--- src/rtl/gem_event_pkg.sv ---
// Shared types for the GEM event queue: kind encoding, field widths and the
// FIFO entry layout. Optional feature macro: GEM_EVENT_TIMESTAMP_EN adds a
// per-event 32-bit cycle timestamp to every entry.
package gem_event_pkg;

  localparam int CH_W = 4;
  localparam int ID_W = 32;
  localparam int TS_W = 32;

  typedef enum logic {
    KIND_ASSERT  = 1'b0,
    KIND_DISPLAY = 1'b1
  } gem_event_kind_e;

  typedef struct packed {
    gem_event_kind_e   kind;
    logic [CH_W-1:0]   ch;
    logic [ID_W-1:0]   id;
`ifdef GEM_EVENT_TIMESTAMP_EN
    logic [TS_W-1:0]   ts;
`endif
  } gem_event_entry_t;

endpackage

--- src/rtl/gem_event_queue_if.sv ---
// Output event stream of the GEM event queue (valid/ready, first-word-fall-through).
// Optional feature macro: GEM_EVENT_TIMESTAMP_EN adds OUT_TIME.
interface gem_event_queue_if;
  import gem_event_pkg::*;

  logic            OUT_VALID;
  logic            OUT_READY;
  logic            OUT_KIND;
  logic [CH_W-1:0] OUT_CH;
  logic [ID_W-1:0] OUT_ID;
`ifdef GEM_EVENT_TIMESTAMP_EN
  logic [TS_W-1:0] OUT_TIME;
`endif

  modport master (
    input  OUT_READY,
    output OUT_VALID, OUT_KIND, OUT_CH, OUT_ID
`ifdef GEM_EVENT_TIMESTAMP_EN
    , OUT_TIME
`endif
  );

  modport slave (
    output OUT_READY,
    input  OUT_VALID, OUT_KIND, OUT_CH, OUT_ID
`ifdef GEM_EVENT_TIMESTAMP_EN
    , OUT_TIME
`endif
  );

endinterface

--- src/rtl/gem_event_fifo.sv ---
// Event FIFO with first-word-fall-through head. A push is accepted when not
// full, or when full together with a pop. Head reads as all-zero when empty
// so the outputs sit at 0 after reset.
module gem_event_fifo
  import gem_event_pkg::*;
#(
  parameter int  DEPTH   = 16,
  parameter type entry_t = gem_event_entry_t
) (
  input  logic   clk,
  input  logic   rst,
  input  logic   push_i,
  input  entry_t push_data_i,
  input  logic   pop_i,
  output logic   full_o,
  output logic   empty_o,
  output entry_t head_o
);

  localparam int AW = $clog2(DEPTH);

  entry_t          mem_q [DEPTH];
  logic [AW-1:0]   wr_ptr_q, wr_ptr_d;
  logic [AW-1:0]   rd_ptr_q, rd_ptr_d;
  logic [AW:0]     cnt_q, cnt_d;
  logic            do_push, do_pop;

  assign empty_o = (cnt_q == '0);
  assign full_o  = (cnt_q == (AW+1)'(DEPTH));
  assign do_pop  = pop_i & ~empty_o;
  assign do_push = push_i & (~full_o | do_pop);
  assign head_o  = empty_o ? '0 : mem_q[rd_ptr_q];

  // Next pointers and occupancy from the accepted push/pop pair.
  always_comb begin
    wr_ptr_d = do_push ? wr_ptr_q + 1'b1 : wr_ptr_q;
    rd_ptr_d = do_pop  ? rd_ptr_q + 1'b1 : rd_ptr_q;
    cnt_d    = cnt_q;
    if (do_push && !do_pop) begin
      cnt_d = cnt_q + 1'b1;
    end else if (!do_push && do_pop) begin
      cnt_d = cnt_q - 1'b1;
    end
  end

  // Pointer and count state; reset empties the FIFO.
  always_ff @(posedge clk or posedge rst) begin
    if (rst) begin
      wr_ptr_q <= '0;
      rd_ptr_q <= '0;
      cnt_q    <= '0;
    end else begin
      wr_ptr_q <= wr_ptr_d;
      rd_ptr_q <= rd_ptr_d;
      cnt_q    <= cnt_d;
    end
  end

  // Storage write; contents need no reset because the count gates the head.
  always_ff @(posedge clk) begin
    if (do_push) begin
      mem_q[wr_ptr_q] <= push_data_i;
    end
  end

endmodule

--- src/rtl/gem_event_queue.sv ---
// GEM event queue: captures assertion failures and display triggers into
// per-channel pending slots, moves one per cycle into the event FIFO by fixed
// priority (asserts before displays, low index first) and presents the head on
// a valid/ready stream. Optional feature macro: GEM_EVENT_TIMESTAMP_EN adds a
// free-running cycle counter whose value at the fire edge travels with each event.
module gem_event_queue
  import gem_event_pkg::*;
#(
  parameter int NA    = 4,
  parameter int ND    = 4,
  parameter int DEPTH = 16
) (
  input  logic             CLK,
  input  logic             RST,
  input  logic [NA-1:0]    ASSERT_EN,
  input  logic [NA-1:0]    ASSERT_A,
  input  logic [ND-1:0]    DISP_EN,
  input  logic [32*ND-1:0] DISP_MSG_ID,
  output logic [15:0]      DROP_CNT,
  output logic             FAIL_SEEN,
  gem_event_queue_if.master out_if
);

  localparam int N = NA + ND;

  logic [N-1:0]      fire;
  logic [N-1:0]      pend_q, pend_d;
  gem_event_entry_t  pay_q [N];
  gem_event_entry_t  pay_d [N];
  gem_event_entry_t  new_ent [N];
  logic [N-1:0]      gnt, xfer;
  logic              arb_found;
  gem_event_entry_t  xfer_ent, head;
  logic              push, pop, fifo_full, fifo_empty;
  logic [5:0]        ndrop;
  logic [16:0]       drop_sum;
  logic [15:0]       drop_q, drop_d;
  logic              fail_q, fail_d;
`ifdef GEM_EVENT_TIMESTAMP_EN
  logic [TS_W-1:0]   cyc_q;
`endif

  genvar gi;
  generate
    for (gi = 0; gi < NA; gi++) begin : g_assert_fire
      assign fire[gi] = ASSERT_EN[gi] & ~ASSERT_A[gi];
    end
    for (gi = 0; gi < ND; gi++) begin : g_disp_fire
      assign fire[NA+gi] = DISP_EN[gi];
    end
  endgenerate

  // Payload each channel would capture if it fires this cycle.
  always_comb begin
    for (int k = 0; k < N; k++) begin
      new_ent[k] = '0;
      if (k < NA) begin
        new_ent[k].kind = KIND_ASSERT;
        new_ent[k].ch   = CH_W'(k);
      end else begin
        new_ent[k].kind = KIND_DISPLAY;
        new_ent[k].ch   = CH_W'(k - NA);
        new_ent[k].id   = DISP_MSG_ID[32*(k-NA) +: 32];
      end
`ifdef GEM_EVENT_TIMESTAMP_EN
      new_ent[k].ts = cyc_q;
`endif
    end
  end

  // Fixed-priority grant: lowest pending index wins (asserts occupy the low indices).
  always_comb begin
    gnt       = '0;
    arb_found = 1'b0;
    for (int k = 0; k < N; k++) begin
      if (pend_q[k] && !arb_found) begin
        gnt[k]    = 1'b1;
        arb_found = 1'b1;
      end
    end
  end

  assign pop  = out_if.OUT_VALID & out_if.OUT_READY;
  assign push = (|pend_q) & (~fifo_full | pop);
  assign xfer = gnt & {N{push}};

  // Select the granted slot's payload for the FIFO write.
  always_comb begin
    xfer_ent = '0;
    for (int k = 0; k < N; k++) begin
      if (gnt[k]) begin
        xfer_ent = pay_q[k];
      end
    end
  end

  // Pending-slot update: a fire lands in a free or just-drained slot, otherwise it is dropped.
  always_comb begin
    pend_d = pend_q;
    ndrop  = '0;
    for (int k = 0; k < N; k++) begin
      pay_d[k] = pay_q[k];
      if (fire[k] && (!pend_q[k] || xfer[k])) begin
        pend_d[k] = 1'b1;
        pay_d[k]  = new_ent[k];
      end else if (fire[k]) begin
        ndrop = ndrop + 6'd1;
      end else if (xfer[k]) begin
        pend_d[k] = 1'b0;
      end
    end
    drop_sum = {1'b0, drop_q} + {11'd0, ndrop};
    drop_d   = drop_sum[16] ? 16'hFFFF : drop_sum[15:0];
    fail_d   = fail_q | (|fire[NA-1:0]);
  end

  // Pending slots, drop counter and sticky failure flag.
  always_ff @(posedge CLK or posedge RST) begin
    if (RST) begin
      pend_q <= '0;
      drop_q <= '0;
      fail_q <= 1'b0;
      for (int k = 0; k < N; k++) begin
        pay_q[k] <= '0;
      end
    end else begin
      pend_q <= pend_d;
      drop_q <= drop_d;
      fail_q <= fail_d;
      for (int k = 0; k < N; k++) begin
        pay_q[k] <= pay_d[k];
      end
    end
  end

`ifdef GEM_EVENT_TIMESTAMP_EN
  // Free-running cycle counter, wraps naturally at 2^32.
  always_ff @(posedge CLK or posedge RST) begin
    if (RST) begin
      cyc_q <= '0;
    end else begin
      cyc_q <= cyc_q + 1'b1;
    end
  end
`endif

  gem_event_fifo #(
    .DEPTH   (DEPTH),
    .entry_t (gem_event_entry_t)
  ) u_fifo (
    .clk         (CLK),
    .rst         (RST),
    .push_i      (push),
    .push_data_i (xfer_ent),
    .pop_i       (pop),
    .full_o      (fifo_full),
    .empty_o     (fifo_empty),
    .head_o      (head)
  );

  assign out_if.OUT_VALID = ~fifo_empty;
  assign out_if.OUT_KIND  = head.kind;
  assign out_if.OUT_CH    = head.ch;
  assign out_if.OUT_ID    = head.id;
`ifdef GEM_EVENT_TIMESTAMP_EN
  assign out_if.OUT_TIME  = head.ts;
`endif
  assign DROP_CNT  = drop_q;
  assign FAIL_SEEN = fail_q;

endmodule

--- src/flat_wrapper.sv ---
// flat-port wrapper written by rule: the top's interface ports become plain ports
module gem_event_queue_flat import gem_event_pkg::*;
#(
  parameter int NA    = 4,
  parameter int ND    = 4,
  parameter int DEPTH = 16
)
  (CLK, RST, ASSERT_EN, ASSERT_A, DISP_EN, DISP_MSG_ID, DROP_CNT, FAIL_SEEN, out_if_OUT_READY, out_if_OUT_VALID, out_if_OUT_KIND, out_if_OUT_CH, out_if_OUT_ID);
  gem_event_queue_if out_if_i ();
  input  logic CLK;
  input  logic RST;
  input  logic [NA-1:0] ASSERT_EN;
  input  logic [NA-1:0] ASSERT_A;
  input  logic [ND-1:0] DISP_EN;
  input  logic [32*ND-1:0] DISP_MSG_ID;
  output logic [15:0] DROP_CNT;
  output logic FAIL_SEEN;
  input wire logic [$bits(out_if_i.OUT_READY)-1:0] out_if_OUT_READY;
  output wire logic [$bits(out_if_i.OUT_VALID)-1:0] out_if_OUT_VALID;
  output wire logic [$bits(out_if_i.OUT_KIND)-1:0] out_if_OUT_KIND;
  output wire logic [$bits(out_if_i.OUT_CH)-1:0] out_if_OUT_CH;
  output wire logic [$bits(out_if_i.OUT_ID)-1:0] out_if_OUT_ID;
  assign out_if_i.OUT_READY = out_if_OUT_READY;
  assign out_if_OUT_VALID = out_if_i.OUT_VALID;
  assign out_if_OUT_KIND = out_if_i.OUT_KIND;
  assign out_if_OUT_CH = out_if_i.OUT_CH;
  assign out_if_OUT_ID = out_if_i.OUT_ID;
  gem_event_queue #(.NA(NA), .ND(ND), .DEPTH(DEPTH)) u_core (.CLK(CLK), .RST(RST), .ASSERT_EN(ASSERT_EN), .ASSERT_A(ASSERT_A), .DISP_EN(DISP_EN), .DISP_MSG_ID(DISP_MSG_ID), .DROP_CNT(DROP_CNT), .FAIL_SEEN(FAIL_SEEN), .out_if(out_if_i));
endmodule
--- config.mk ---
export PLATFORM = sky130hd
export DESIGN_NAME = gem_event_queue_flat
export DESIGN_NICKNAME = d
export VERILOG_FILES = /design/src/rtl/gem_event_pkg.sv /design/src/rtl/gem_event_queue_if.sv /design/src/rtl/gem_event_fifo.sv /design/src/rtl/gem_event_queue.sv /design/src/flat_wrapper.sv
export SDC_FILE = /design/constraint.sdc
export NUM_CORES = 1
export LEC_CHECK = 0
export CORE_ASPECT_RATIO = 0.9
export CORE_MARGIN = 3
export CORE_UTILIZATION = 54
export DETAILED_ROUTE_END_ITERATION = 7
export PLACE_DENSITY = 0.79
export SKIP_LAST_GASP = 1
export SYNTH_ARGS = -nofsm -noshare
export SYNTH_HDL_FRONTEND = slang
export SYNTH_HIERARCHICAL = 1
export SYNTH_SLANG_ARGS = --single-unit
--- constraint.sdc ---
create_clock -name CLK -period 6.95 [get_ports CLK]
set_clock_uncertainty 0.15 [all_clocks]
set_input_delay 1.39 -clock CLK [delete_from_list [all_inputs] [get_ports CLK]]
set_output_delay 1.39 -clock CLK [all_outputs]
set_load 0.005 [all_outputs]
==> results of run 1 <==
layer usage:
metal,share of wire [%],GRT usage (%),routed length [µm]
met5,0.018,0,13
met4,3.0,8.74,2160
met3,8.8,4.06,6360
met2,49,38.7,35100
met1,39,33.6,28400
cell usage in the layout (no fill, tap or decap), drive strengths merged, types with 47 or more instances in the layout:
| cell | n |
|---|---|
| clkbuf | 103 |
| buf | 72 |
| dfrtp | 173 |
| a221o | 71 |
| nand2 | 47 |
| mux4 | 148 |
| nor2 | 72 |
| clkdlybuf4s50 | 197 |
| edfxtp | 592 |
| mux2 | 167 |
worst reg2reg max path, delay by kind of cell (launching register included):
kind                       cells  cell delay, ps
AOI/OAI and AO/OA              9            1460
adders and majority gates      7            1890
buffers and inverters          3             270
DFF                            1             420
and+or+nand+nor               17            2400
state kept, by name (all words and copies together) (netlist names):
name	count
u_core/DROP_CNT	16
u_core/FAIL_SEEN	1
u_core/pay_q	135
u_core/pend_q	8
u_core/u_fifo/cnt_q	5
u_core/u_fifo/mem_q	592
u_core/u_fifo/rd_ptr_q	4
u_core/u_fifo/wr_ptr_q	4
logic make-up after synthesis:
| family | Yosys count | share of synthesized area [%] |
|---|---|---|
| AOI/OAI and AO/OA | 170 | 4.62 |
| xor gates and xnor gates | 32 | 1.14 |
| adders and majority gates | 23 | 0.968 |
| buffers and inverters | 112 | 1.75 |
| DFF | 765 | 70.7 |
| muxes | 315 | 17.0 |
| other | 1 | 0.0120 |
| and+or+nand+nor | 230 | 3.78 |
worst max path at each step:
stage	startpoint	end	slack (ps)	depth (start not counted)
detailed placement	out_if_OUT_READY	u_core/DROP_CNT[13]$_DFF_PP0_	-460	35
CTS	u_core/u_fifo/cnt_q[0]$_DFFE_PP0P_	u_core/DROP_CNT[13]$_DFF_PP0_	100	36
global placement	out_if_OUT_READY	u_core/DROP_CNT[15]$_DFF_PP0_	-250	36
finish	out_if_OUT_READY	u_core/DROP_CNT[14]$_DFF_PP0_	190	35
floorplan	out_if_OUT_READY	u_core/DROP_CNT[8]$_DFF_PP0_	40	36
global route	out_if_OUT_READY	u_core/DROP_CNT[14]$_DFF_PP0_	-70	34
repair_timing:
action,CTS,global route
endpoints found under the hold margin,0,0
gates resized for setup,0,12
buffers inserted,0,3
endpoints found under the setup margin,0,16
through the flow:
stage | hold slack [ps] | worst slack (ps) | TNS (ps) | utilization (%)
2_1_floorplan | 278 | 41.7 | 0 | -
6_report | 318 | 192 | 0 | 65.1
5_1_grt | 328 | -74.0 | -462 | 65.1
4_1_cts | 318 | 101 | 0 | 65.0
3_5_place_dp | 303 | -461 | -5870 | 60.7
3_3_place_gp | 294 | -246 | -2450 | 60.7
power by group:
part           total [mW]  internal (mW)  switching (mW)
clock network        4.04           2.34            1.70
registers            6.70           6.11           0.583
logic                4.88           2.49            2.39
total                15.6           10.9            4.67
final cells by class:
type | count | area [µm²]
Fill cell | 3646 | 19900
Inverter | 21 | 86.3
Clock buffer | 103 | 2120
Tap cell | 765 | 957
Multi-Input combinational cell | 803 | 8990
Clock inverter | 39 | 348
Timing Repair Buffer | 269 | 2570
Sequential cell | 765 | 22100
==> run_results.csv, run 1 <==
group,metric,value,unit
status,status,"finished clean",
synth,synth_cell_types,73,
hold_path,hold_start,"u_core/pay_q[180]$_DFFE_PP0P_",
route,drt_iter0_markers,1652,
floorplanning,rows,83,
setup_path,cp_slowest_cell,"clkdlybuf4s50_1",
synth,yosysWarnings,6,
timing,finalMaxSlewViolations,0,
route,wl_per_cell,26.1,µm
power,total_power,15.6,mW
floorplanning,core_area,57100,µm²
hold_path,hp-class,"register to register",
setup_path,reg2regPathDepth,36,
route,ant_nets,0,
placed_design,dp.cells,2619,
grt,grt_pass1_wl,109000,µm
placed_design,dpl_cell_area,34600,µm²
grt,antenna_found_initial,1,
synth,synth_seq_area_share,70.7,%
placed_design,dp_hpwl,42600,µm
cells_and_area,final_nets,2103,
cts,cts_buffers,77,
synth,yosys.area.top_type,"edfxtp_1",
timing,worst_pin_slew,1210,ps
setup_path,reg2reg_to,"u_core/DROP_CNT[14]$_DFF_PP0_",
cells_and_area,stdcell_area,37200,µm²
cells_and_area,syn_to_final_growth,18.9,%
synth,syn_inst,1648,
power,vdd_drop_max,276,µV
floorplanning,die_x,260,µm
setup_path,endpoint_kind,"register",
route,dr_total_vias,16800,
grt,grt_max_degree,80,
timing,relSlewSlack,19.1,%
cts,path_clk_slew,60,ps
synth,yosysTopAreaCellShare,56.9,%
power,power.density,420,nW/µm²
cts,h-tree-depth,3,
floorplanning,dieArea,60800,µm²
cts,cts_root_buffer,"clkbuf_16",
setup_path,cpMostUsedCell,"nor2_1",
setup_path,r2r_slack,280,ps
synth,yosysMostFrequentCell,"edfxtp_1",
hold_path,hold_depth,1,
setup_path,critical_path.top_delay_family,"adder cells",
setup_path,path_max_fanout,5,
cells_and_area,drive_gt1_share,28.5,%
timing,hold_viol,0,
grt,overflow,0,
synth,synth_flop_cell,"edfxtp_1",
synth,synth_common_cells,"edfxtp_1, dfrtp_1, mux4_2, mux2_2, a221o_1",
setup_path,rr_startpoint,"u_core/u_fifo/cnt_q[1]$_DFFE_PP0P_",
cts,clockBufferDepth,3,
timing,fin_crit,6760,ps
synth,async_flop_share,22.6,%
setup_path,cp_slowest_stage_delay,450,ps
synth,synth-seq-cells,765,
run,drv_cap,0,
grt,first_global_vias,17600,
timing,final-setup-viol-count,0,
synth,synth_enable_flop_cells,592,
route,drc,0,
route,first_pass_iters,7,
cts,clk_latency,610,ps
hold_path,hold_path_end,"u_core/pay_q[180]$_DFFE_PP0P_",
setup_path,cp_data_arrival_time,7100,ps
setup_path,worstPathRequired,7300,ps
route,drt-vias-per-instance,6.08,
timing,timing.final.crit_share,97.2,%
grt,grtUsageTotal,24.0,%
timing,fmax,148,MHz
cells_and_area,antennaDiodeCount,0,
synth,ys_top_cells_by_area,"edfxtp_1, dfrtp_1, mux4_2",
setup_path,crit_buf_inv,4,
cells_and_area,stdcell_count,2765,
synth,syn-cell-area,31300,µm²
cts,clock_sinks,765,
placed_design,io_buffers,197,
power,p_leak,13.3,nW
floorplanning,fp.dieH,234,µm
cts,post_cts_hold_buffer_count,0,
setup_path,worst-setup-path-type,"input port to register",
floorplanning,start_util,54.7,%
cts,tritoncts,"yes",
floorplanning,ios,198,
synth,syn_area_per_cell,19.0,µm²
setup_path,worst_setup_path_start_kind,"input port",
route,routed_wl,72100,µm
placed_design,gp_congestion,0.881,
Note: power is estimated with default switching activity, not from simulation.
==> inputs of run 2 (changes only) <==
--- a/config.mk
+++ b/config.mk
@@ -7,9 +7,10 @@
 export LEC_CHECK = 0
 export CORE_ASPECT_RATIO = 0.9
 export CORE_MARGIN = 3
-export CORE_UTILIZATION = 54
+export CORE_UTILIZATION = 57
 export DETAILED_ROUTE_END_ITERATION = 7
-export PLACE_DENSITY = 0.79
+export DONT_BUFFER_PORTS = 1
+export PLACE_DENSITY = 0.77
 export SKIP_LAST_GASP = 1
 export SYNTH_ARGS = -nofsm -noshare
 export SYNTH_HDL_FRONTEND = slang
==> run_results.csv, run 2 (synthesized netlist as in run 1, its figures left out) <==
group,metric,value,unit
status,status,"finished clean",
setup_path,path_max_fanout,5,
setup_path,cp_slowest_stage_delay,600,ps
floorplanning,rows,80,
cts,post_cts_hold_buffer_count,0,
run,drv_cap,0,
setup_path,worst_setup_path_start_kind,"register",
timing,fin_crit,6840,ps
cts,path_clk_slew,60,ps
power,power.density,425,nW/µm²
timing,finalMaxSlewViolations,0,
grt,antenna_found_initial,16,
grt,overflow,0,
cts,clock_sinks,765,
cells_and_area,final_nets,1885,
placed_design,dpl_cell_area,32400,µm²
cells_and_area,multi_input_area,9050,µm²
route,dr_total_vias,16000,
timing,relSlewSlack,27.9,%
grt,grt_max_degree,104,
cells_and_area,stdcell_count,2483,
cells_and_area,seqCellArea,22100,µm²
floorplanning,dieArea,57700,µm²
grt,grt_pass1_wl,104000,µm
placed_design,io_buffers,0,
route,routed_wl,69200,µm
cells_and_area,drive_gt1_share,31.0,%
setup_path,cp_data_arrival_time,7170,ps
cells_and_area,largest_register_ffs,592,
route,wl_per_cell,27.9,µm
cts,clk_latency,610,ps
floorplanning,fp.dieH,228,µm
timing,timing.final.crit_share,98.4,%
cells_and_area,final_cell_mix,"edfxtp_1, dfrtp_1, mux4_2",
floorplanning,die_x,253,µm
cells_and_area,final_common_cell,"edfxtp_1",
timing,fmax,146,MHz
cells_and_area,fin_util,65.2,%
timing,worst_pin_slew,1080,ps
cells_and_area,regMostFlops,"u_core/u_fifo/mem_q",
cts,clockBufferDepth,3,
hold_path,hp-class,"register to register",
setup_path,cpMostUsedCell,"ha_1",
floorplanning,start_util,58.3,%
placed_design,dp_hpwl,39500,µm
cts,cts_buffers,75,
grt,first_global_vias,16600,
route,first_pass_iters,7,
grt,grtUsageTotal,24.3,%
setup_path,worstPathRequired,7290,ps
placed_design,dp.cells,2328,
cts,tritoncts,"yes",
route,drt_iter0_markers,1792,
power,vdd_drop_max,288,µV
timing,final-setup-viol-count,0,
timing,hold_viol,0,
setup_path,worst-setup-path-type,"register to register",
route,drt-vias-per-instance,6.46,
floorplanning,core_area,53700,µm²
setup_path,cp_slowest_cell,"or4_4",
placed_design,gp_congestion,0.848,
cts,cts_root_buffer,"clkbuf_16",
cells_and_area,syn_to_final_growth,11.9,%
power,p_leak,12.4,nW
cells_and_area,stdcell_area,35000,µm²
route,drc,0,
route,ant_nets,0,
cts,h-tree-depth,3,
setup_path,endpoint_kind,"register",
cells_and_area,fillers,3459,
floorplanning,ios,198,
## run 2: cell types whose count changed in the layout (fill, tap and decap cells not counted), moves of 3 or more
cell and change:
nor3_2 -3, buf_4 -16, buf_12 -3, clkdlybuf4s50_1 -197, clkinv_1 +8, inv_6 -3, clkbuf_1 -5, diode_2 +7
nor3_4 +3
## run 2: layout make-up
| cell class | instances | share of cell area (%) |
|---|---|---|
| Clock inverter | 41 | 1.00 |
| Inverter | 21 | 0.247 |
| Timing Repair Buffer | 53 | 1.21 |
| Clock buffer | 96 | 5.89 |
| Antenna cell | 7 | 0.0501 |
| Multi-Input combinational cell | 803 | 25.9 |
| Tap cell | 697 | 2.49 |
| Sequential cell | 765 | 63.2 |
## run 2: final timing paths
kind	startpoint	slack, ps	depth (start not counted)	endpoint
max	u_core/u_fifo/cnt_q[0]$_DFFE_PP0P_	110	37	u_core/DROP_CNT[15]$_DFF_PP0_
min	u_core/pay_q[218]$_DFFE_PP0P_	310	1	u_core/pay_q[218]$_DFFE_PP0P_
max reg2reg	u_core/u_fifo/cnt_q[0]$_DFFE_PP0P_	110	37	u_core/DROP_CNT[15]$_DFF_PP0_
min reg2reg	u_core/pay_q[218]$_DFFE_PP0P_	310	1	u_core/pay_q[218]$_DFFE_PP0P_
max in group asynchronous	RST	4650	2	u_core/pay_q[113]$_DFFE_PP0P_
min in group asynchronous	RST	570	1	u_core/u_fifo/cnt_q[1]$_DFFE_PP0P_
## run 2: critical path: cells and delay by family (launching register included)
family | cells | cell delay, ps
AO/OA/AOI/OAI | 11 | 1670
flip-flops | 1 | 390
buffers and inverters | 2 | 110
adder cells (fa/ha/maj) | 7 | 1810
AND/OR/NAND/NOR | 17 | 2560
## run 2: routing by layer
metal | wire length [µm] | track usage, % | vias up
li1 | - | - | 6740
met2 | 33000 | 37.6 | 773
met3 | 7050 | 6.85 | 143
met5 | 119 | 0 | -
met1 | 27300 | 34.4 | 8365
met4 | 1770 | 7.06 | 18
## run 2: power breakdown
part,switching [mW],internal [mW]
logic,2.25,1.94
clock network,1.65,2.32
registers,0.583,6.11
total,4.48,10.4
## run 2: metrics by stage
stage / setup slack (ps) / hold WS [ps] / power [mW] / setup TNS, ps
floorplan: 41.7 / 278 / 9.59 / 0
global placement: 9.78 / 293 / 10.8 / 0
detailed placement: -172 / 296 / 10.9 / -1890
CTS: -18.6 / 312 / 14.9 / -18.6
global route: -121 / 328 / 15.5 / -215
finish: 115 / 313 / 14.9 / 0
## run 2: repair_timing
action	in CTS	in global routing
pin swaps	1	15
setup buffers	0	10
cloned	0	1
gates resized for setup	3	19
setup endpoints to repair	11	16
